## src/rtl/uart_frame_parser.sv

```systemverilog
// Framed write-command parser behind the UART receiver: SOF, ADDR, LEN, payload, XOR checksum.
// Optional error counter (err_count, clr_err_cnt) enabled by UART_FRAME_PARSER_ERR_CNT_EN.
module uart_frame_parser #(
    parameter int          MAX_LEN      = 8,
    parameter logic [7:0]  SOF_BYTE     = 8'hA5,
    parameter int          TIMEOUT_CLKS = 2048
) (
    input  logic       clk,
    input  logic       rst_n,
    input  logic [7:0] rx_byte,
    input  logic       rx_done,
    input  logic       wr_ready,
    output logic       wr_valid,
    output logic [7:0] wr_addr,
    output logic [7:0] wr_data,
    output logic       frame_ok,
    output logic       frame_err,
    output logic [1:0] err_code,
    output logic       busy
`ifdef UART_FRAME_PARSER_ERR_CNT_EN
    ,
    input  logic       clr_err_cnt,
    output logic [7:0] err_count
`endif
);
    localparam int          IW    = $clog2(MAX_LEN + 1);
    localparam int          AW    = (MAX_LEN > 1) ? $clog2(MAX_LEN) : 1;
    localparam logic [7:0]  MAX8  = 8'(MAX_LEN);
    localparam logic [15:0] TC_M1 = 16'(TIMEOUT_CLKS - 1);

    typedef enum logic [2:0] {HUNT, ADDR, LEN, DATA, CHK, DRAIN} state_t;

    state_t state, state_nxt;
    logic [7:0]               base, chk;
    logic [IW-1:0]            len, idx;
    logic [MAX_LEN-1:0][7:0]  pbuf;
    logic [15:0]              tcnt;
    logic                     timed, expire, last;
    logic                     ok_nxt, err_nxt;
    logic [1:0]               code_nxt;

    assign timed    = (state == ADDR) || (state == LEN) || (state == DATA) || (state == CHK);
    // Fires on the edge where the count reaches TIMEOUT_CLKS-1; a byte in that cycle wins.
    assign expire   = timed && !rx_done && ((tcnt + 16'd1) == TC_M1);
    assign last     = (idx == len - 1'b1);
    assign busy     = (state != HUNT);
    assign wr_valid = (state == DRAIN);
    assign wr_addr  = base + 8'(idx);
    assign wr_data  = pbuf[idx[AW-1:0]];

    always_comb begin
        state_nxt = state;
        ok_nxt    = 1'b0;
        err_nxt   = 1'b0;
        code_nxt  = err_code;
        case (state)
            HUNT:  if (rx_done && rx_byte == SOF_BYTE) state_nxt = ADDR;
            ADDR:  if (rx_done) state_nxt = LEN;
            LEN: if (rx_done) begin
                if (rx_byte > MAX8) begin
                    state_nxt = HUNT;
                    err_nxt   = 1'b1;
                    code_nxt  = 2'd1;
                end else if (rx_byte == 8'd0) state_nxt = CHK;
                else                           state_nxt = DATA;
            end
            DATA:  if (rx_done && last) state_nxt = CHK;
            CHK: if (rx_done) begin
                if (rx_byte != chk) begin
                    state_nxt = HUNT;
                    err_nxt   = 1'b1;
                    code_nxt  = 2'd0;
                end else if (len == '0) begin
                    state_nxt = HUNT;
                    ok_nxt    = 1'b1;
                end else state_nxt = DRAIN;
            end
            DRAIN: begin
                if (wr_ready && last) begin
                    state_nxt = HUNT;
                    ok_nxt    = 1'b1;
                end
                // Bytes arriving while draining are dropped, never parsed as SOF.
                if (rx_done) begin
                    err_nxt  = 1'b1;
                    code_nxt = 2'd3;
                end
            end
            default: state_nxt = HUNT;
        endcase
        if (expire) begin
            state_nxt = HUNT;
            err_nxt   = 1'b1;
            code_nxt  = 2'd2;
        end
    end

    always_ff @(posedge clk or negedge rst_n) begin
        if (!rst_n) begin
            state     <= HUNT;
            frame_ok  <= 1'b0;
            frame_err <= 1'b0;
            err_code  <= 2'd0;
        end else begin
            state     <= state_nxt;
            frame_ok  <= ok_nxt;
            frame_err <= err_nxt;
            err_code  <= code_nxt;
        end
    end

    always_ff @(posedge clk or negedge rst_n) begin
        if (!rst_n) begin
            base <= '0;
            chk  <= '0;
            len  <= '0;
            idx  <= '0;
            pbuf <= '0;
            tcnt <= '0;
        end else begin
            if (rx_done || !timed) tcnt <= '0;
            else                   tcnt <= tcnt + 16'd1;
            case (state)
                ADDR: if (rx_done) begin
                    base <= rx_byte;
                    chk  <= rx_byte;
                end
                LEN: if (rx_done && rx_byte <= MAX8) begin
                    len <= rx_byte[IW-1:0];
                    chk <= chk ^ rx_byte;
                    idx <= '0;
                end
                DATA: if (rx_done) begin
                    pbuf[idx[AW-1:0]] <= rx_byte;
                    chk <= chk ^ rx_byte;
                    idx <= idx + 1'b1;
                end
                CHK:   if (rx_done) idx <= '0;
                DRAIN: if (wr_ready) idx <= last ? '0 : idx + 1'b1;
                default: ;
            endcase
        end
    end

`ifdef UART_FRAME_PARSER_ERR_CNT_EN
    always_ff @(posedge clk or negedge rst_n) begin
        if (!rst_n)                           err_count <= 8'd0;
        else if (clr_err_cnt)                 err_count <= 8'd0;
        else if (frame_err && err_count != 8'hFF) err_count <= err_count + 8'd1;
    end
`endif
endmodule

```

## config.mk

```make
export PLATFORM = sky130hd
export DESIGN_NAME = uart_frame_parser
export DESIGN_NICKNAME = d
export VERILOG_FILES = /design/src/rtl/uart_frame_parser.sv
export SDC_FILE = /design/constraint.sdc
export NUM_CORES = 1
export LEC_CHECK = 0
export CORE_UTILIZATION = 30
export CTS_CLUSTER_SIZE = 10
export DETAILED_ROUTE_END_ITERATION = 12
export PLACE_DENSITY = 0.46
export SYNTH_ARGS = -nofsm -noshare
export SYNTH_HDL_FRONTEND = slang
export SYNTH_SLANG_ARGS = --single-unit
```

## constraint.sdc

```tcl
create_clock -name clk -period 2.8 [get_ports clk]
set_input_delay 0.42 -clock clk [delete_from_list [all_inputs] [get_ports clk]]
set_output_delay 0.42 -clock clk [all_outputs]
set_load 0.005 [all_outputs]
```

==> impl_metrics.xml <==
<?xml version="1.0" encoding="UTF-8"?>
<metrics>
  <group name="outcome">
    <metric name="outcome" unit="">finished clean</metric>
  </group>
  <group name="clocking">
    <metric name="clk_pin_slew_worst_paths" unit="ns">0.09</metric>
    <metric name="cts-root-to-sink-buffers" unit="">2</metric>
    <metric name="clock_tree.root_cell" unit="">clkbuf_16</metric>
    <metric name="htree_levels" unit="">3</metric>
    <metric name="clock_sink_count" unit="">111</metric>
    <metric name="cts_tree" unit="">built</metric>
    <metric name="clk_latency" unit="ns">0.36</metric>
    <metric name="numCtsBuffers" unit="">9</metric>
  </group>
  <group name="synthesis">
    <metric name="synth_top_area_cell" unit="">dfrtp_1</metric>
    <metric name="top_cells_by_count_synth" unit="">111 x dfrtp_1, 81 x mux2_2, 39 x nand2_1</metric>
    <metric name="fraction_of_post_synthesis_cell_area_in_the_top_cell_type_by_area" unit="%">45.6</metric>
    <metric name="synth.most_common_cell" unit="">dfrtp_1</metric>
    <metric name="syn-mean-instance-area" unit="um2">10.9</metric>
    <metric name="async_flop_share" unit="%">100</metric>
    <metric name="synthesis.yosys.warnings" unit="">0</metric>
    <metric name="synth.distinct_cells" unit="">73</metric>
    <metric name="synth-edff-count" unit="">0</metric>
    <metric name="postSynthNetCount" unit="">580</metric>
    <metric name="syn_area" unit="mm2">0.00609</metric>
    <metric name="ys_seq_area_share" unit="%">45.6</metric>
    <metric name="ys_seq_elements" unit="">111</metric>
    <metric name="postSynthCellCount" unit="">557</metric>
    <metric name="synth_top_cells_by_area" unit="">dfrtp_1 46%, mux2_2 15%, xnor2_1 3.2%</metric>
    <metric name="synth-main-ff-cell" unit="">dfrtp_1</metric>
  </group>
  <group name="grt">
    <metric name="globalRoute.totalOverflow" unit="">0</metric>
    <metric name="grt_max_degree" unit="">60</metric>
    <metric name="initial_antenna_violation_count" unit="">1</metric>
    <metric name="number_of_global_route_vias_before_repair" unit="">4454</metric>
    <metric name="grt.total_usage" unit="%">15.4</metric>
    <metric name="grt_pass1_wl" unit="mm">24.3</metric>
  </group>
  <group name="detailed_routing">
    <metric name="count_of_unresolved_drc_violations_after_routing" unit="">0</metric>
    <metric name="first_iter_violations" unit="">194</metric>
    <metric name="drt-wirelength-per-cell" unit="um">17.2</metric>
    <metric name="drt_wl_total" unit="mm">15.0</metric>
    <metric name="number_of_search_and_repair_iterations_in_the_first_detailed_routing_pass" unit="">4</metric>
    <metric name="route.vias.total" unit="">4449</metric>
    <metric name="drtAntennaViolNets" unit="">0</metric>
    <metric name="post_drt_via_cell_ratio" unit="">5.10</metric>
  </group>
  <group name="worst_setup_path">
    <metric name="timing.critical_path.from_type" unit="">register</metric>
    <metric name="crit_path_end_kind" unit="">output pin</metric>
    <metric name="worstRegToRegCells" unit="">8</metric>
    <metric name="path_max_fanout" unit="">26</metric>
    <metric name="critPathRequiredTime" unit="ns">2.38</metric>
    <metric name="cp.arrival" unit="ns">2.29</metric>
    <metric name="path_class" unit="">register to output pin</metric>
  </group>
  <group name="power">
    <metric name="cellPowerDensity" unit="mW/mm2">855</metric>
    <metric name="power" unit="mW">6.19</metric>
    <metric name="leakage" unit="nW">3.11</metric>
    <metric name="ir_drop_worst_case_vdd" unit="V">0.000327</metric>
  </group>
  <group name="die">
    <metric name="die-height" unit="um">144</metric>
    <metric name="floorplan.die.width" unit="um">144</metric>
    <metric name="placementRows" unit="">51</metric>
    <metric name="design.core.area" unit="mm2">0.0197</metric>
    <metric name="starting_density" unit="%">31.0</metric>
    <metric name="io_pins" unit="">34</metric>
    <metric name="dieArea" unit="mm2">0.0209</metric>
  </group>
  <group name="place">
    <metric name="dp_hpwl" unit="mm">10.3</metric>
    <metric name="gp_congestion" unit="">0.760</metric>
    <metric name="place_inst" unit="">853</metric>
    <metric name="port_buffers" unit="">33</metric>
  </group>
  <group name="timing">
    <metric name="max_freq" unit="MHz">370</metric>
    <metric name="setup-tns-final" unit="ns">0</metric>
    <metric name="slew-limit-headroom" unit="%">69.5</metric>
    <metric name="slew_viol_final" unit="">0</metric>
    <metric name="fin_crit" unit="ns">2.71</metric>
    <metric name="finalClockSkew" unit="ns">0.0130</metric>
    <metric name="unrepaired_setup_endpoints_after_global_routing" unit="">false</metric>
    <metric name="setup_violations" unit="">0</metric>
    <metric name="worst-slew-pin-transition" unit="ns">0.454</metric>
    <metric name="hold_violation_count_in_the_final_report" unit="">0</metric>
    <metric name="post-route-period-util" unit="%">96.7</metric>
  </group>
  <group name="job">
    <metric name="max_cap_violations" unit="">0</metric>
  </group>
  <group name="finish">
    <metric name="synthToLayoutAreaGrowth" unit="%">18.9</metric>
    <metric name="finalNetCount" unit="">624</metric>
    <metric name="number_of_cells_in_the_finished_layout_apart_from_fillers" unit="">872</metric>
    <metric name="post_route_cells_drive_above_1_share" unit="%">26.7</metric>
  </group>
  <group name="hold_path">
    <metric name="class_of_the_tightest_hold_or_removal_check" unit="">input pin to async pin</metric>
  </group>
</metrics>
[final cells by class]
type                    count  area, um2
diodes                      1       2.50
clock buffers               9        225
clock inverters             7       88.8
fillers                  2007      12400
inverters                  22       86.3
multi-input cells         388       3080
flip-flops and latches    111       2780
well taps                 265        332
repair buffers             69        653
[path summary, 6_finish.rpt]
path,startpoint,to,slack [ns]
setup / recovery,idx[1]$_DFFE_PN0P_,wr_data[3],0.09
hold reg to reg,pbuf[55]$_DFFE_PN0P_,pbuf[55]$_DFFE_PN0P_,0.51
setup reg to reg,len[0]$_DFFE_PN0P_,idx[0]$_DFFE_PN0P_,0.50
hold / removal,rst_n,chk[2]$_DFFE_PN0P_,0.51
min in group clk,pbuf[55]$_DFFE_PN0P_,pbuf[55]$_DFFE_PN0P_,0.51
max in group asynchronous,rst_n,idx[2]$_DFFE_PN0P_,1.52
[worst max-delay path, stage by stage, from the launching register on]
cell             delay, ns
dfrtp_1               0.41
buf_12                0.22
mux4_2                0.54
mux2_2                0.29
clkdlybuf4s50_1       0.45
[kinds of logic after synthesis]
logic type      Yosys count  synth area share (%)
simple gates            156                  13.9
flops                   111                  45.6
mux                     105                  20.2
compound gates           86                  9.64
buf+inv                  58                  4.03
xor+xnor                 30                  4.31
fa+ha+maj                11                  2.38
[cells in the final DEF (no fill, tap or decap), drive strengths merged, types with 3 or more instances in the layout]
master / n
dfrtp: 111
mux2: 81
nand2: 39
nor2: 38
buf: 36
clkdlybuf4s50: 28
inv: 23
xnor2: 22
a21oi: 19
mux2i: 18
o21ai: 18
nand3: 14
a22oi: 12
ha: 10
nor3: 10
clkbuf: 9
nand4: 9
xor2: 8
nor2b: 6
mux4: 6
nand2b: 6
or3: 6
and3: 5
o22ai: 5
nor4: 5
clkinv: 5
a22o: 4
a221oi: 3
o32a: 3
and2b: 3
[state kept, by name (all words and copies together) (netlist names)]
name,flops
frame_err,1
chk,8
frame_ok,1
pbuf,64
base,8
err_code,2
idx,4
state,3
tcnt,16
len,4
[layer usage]
layer  vias to the layer above  part of all wire [%]  global-route usage (%)
li1                       2089                     -                       -
met1                      2257                    47                    20.5
met2                        87                    47                    24.9
met3                        16                   4.0                    3.44
met4                         0                   1.6                    4.54
met5                         -                     0                       0
[power by group]
group / internal, mW / switching, mW
registers: 1.97 / 0.312
clock network: 0.644 / 0.693
logic: 1.39 / 1.19
[stage by stage]
| stage | setup WS (ns) | hold slack, ns | cell area, um2 | util [%] |
|---|---|---|---|---|
| after floorplan | 0.772 | 0.124 | 6090 | - |
| after global placement | 0.299 | 0.361 | 6870 | 34.9 |
| after detailed placement | 0.289 | 0.363 | 6870 | 34.9 |
| after CTS | 0.00269 | 0.510 | 7210 | 36.7 |
| after global routing | 0.00151 | 0.515 | 7240 | 36.8 |
| final | 0.0937 | 0.506 | 7240 | 36.8 |
[repair_timing]
action                                 4_1_cts  5_1_grt
setup endpoints to repair                    8        4
hold buffers                                 1        0
pin swaps                                    0        1
endpoints found under the hold margin       21        0
buffers inserted                             0        1
gates resized for setup                     10        7
Note: power is estimated with default switching activity, not from simulation.
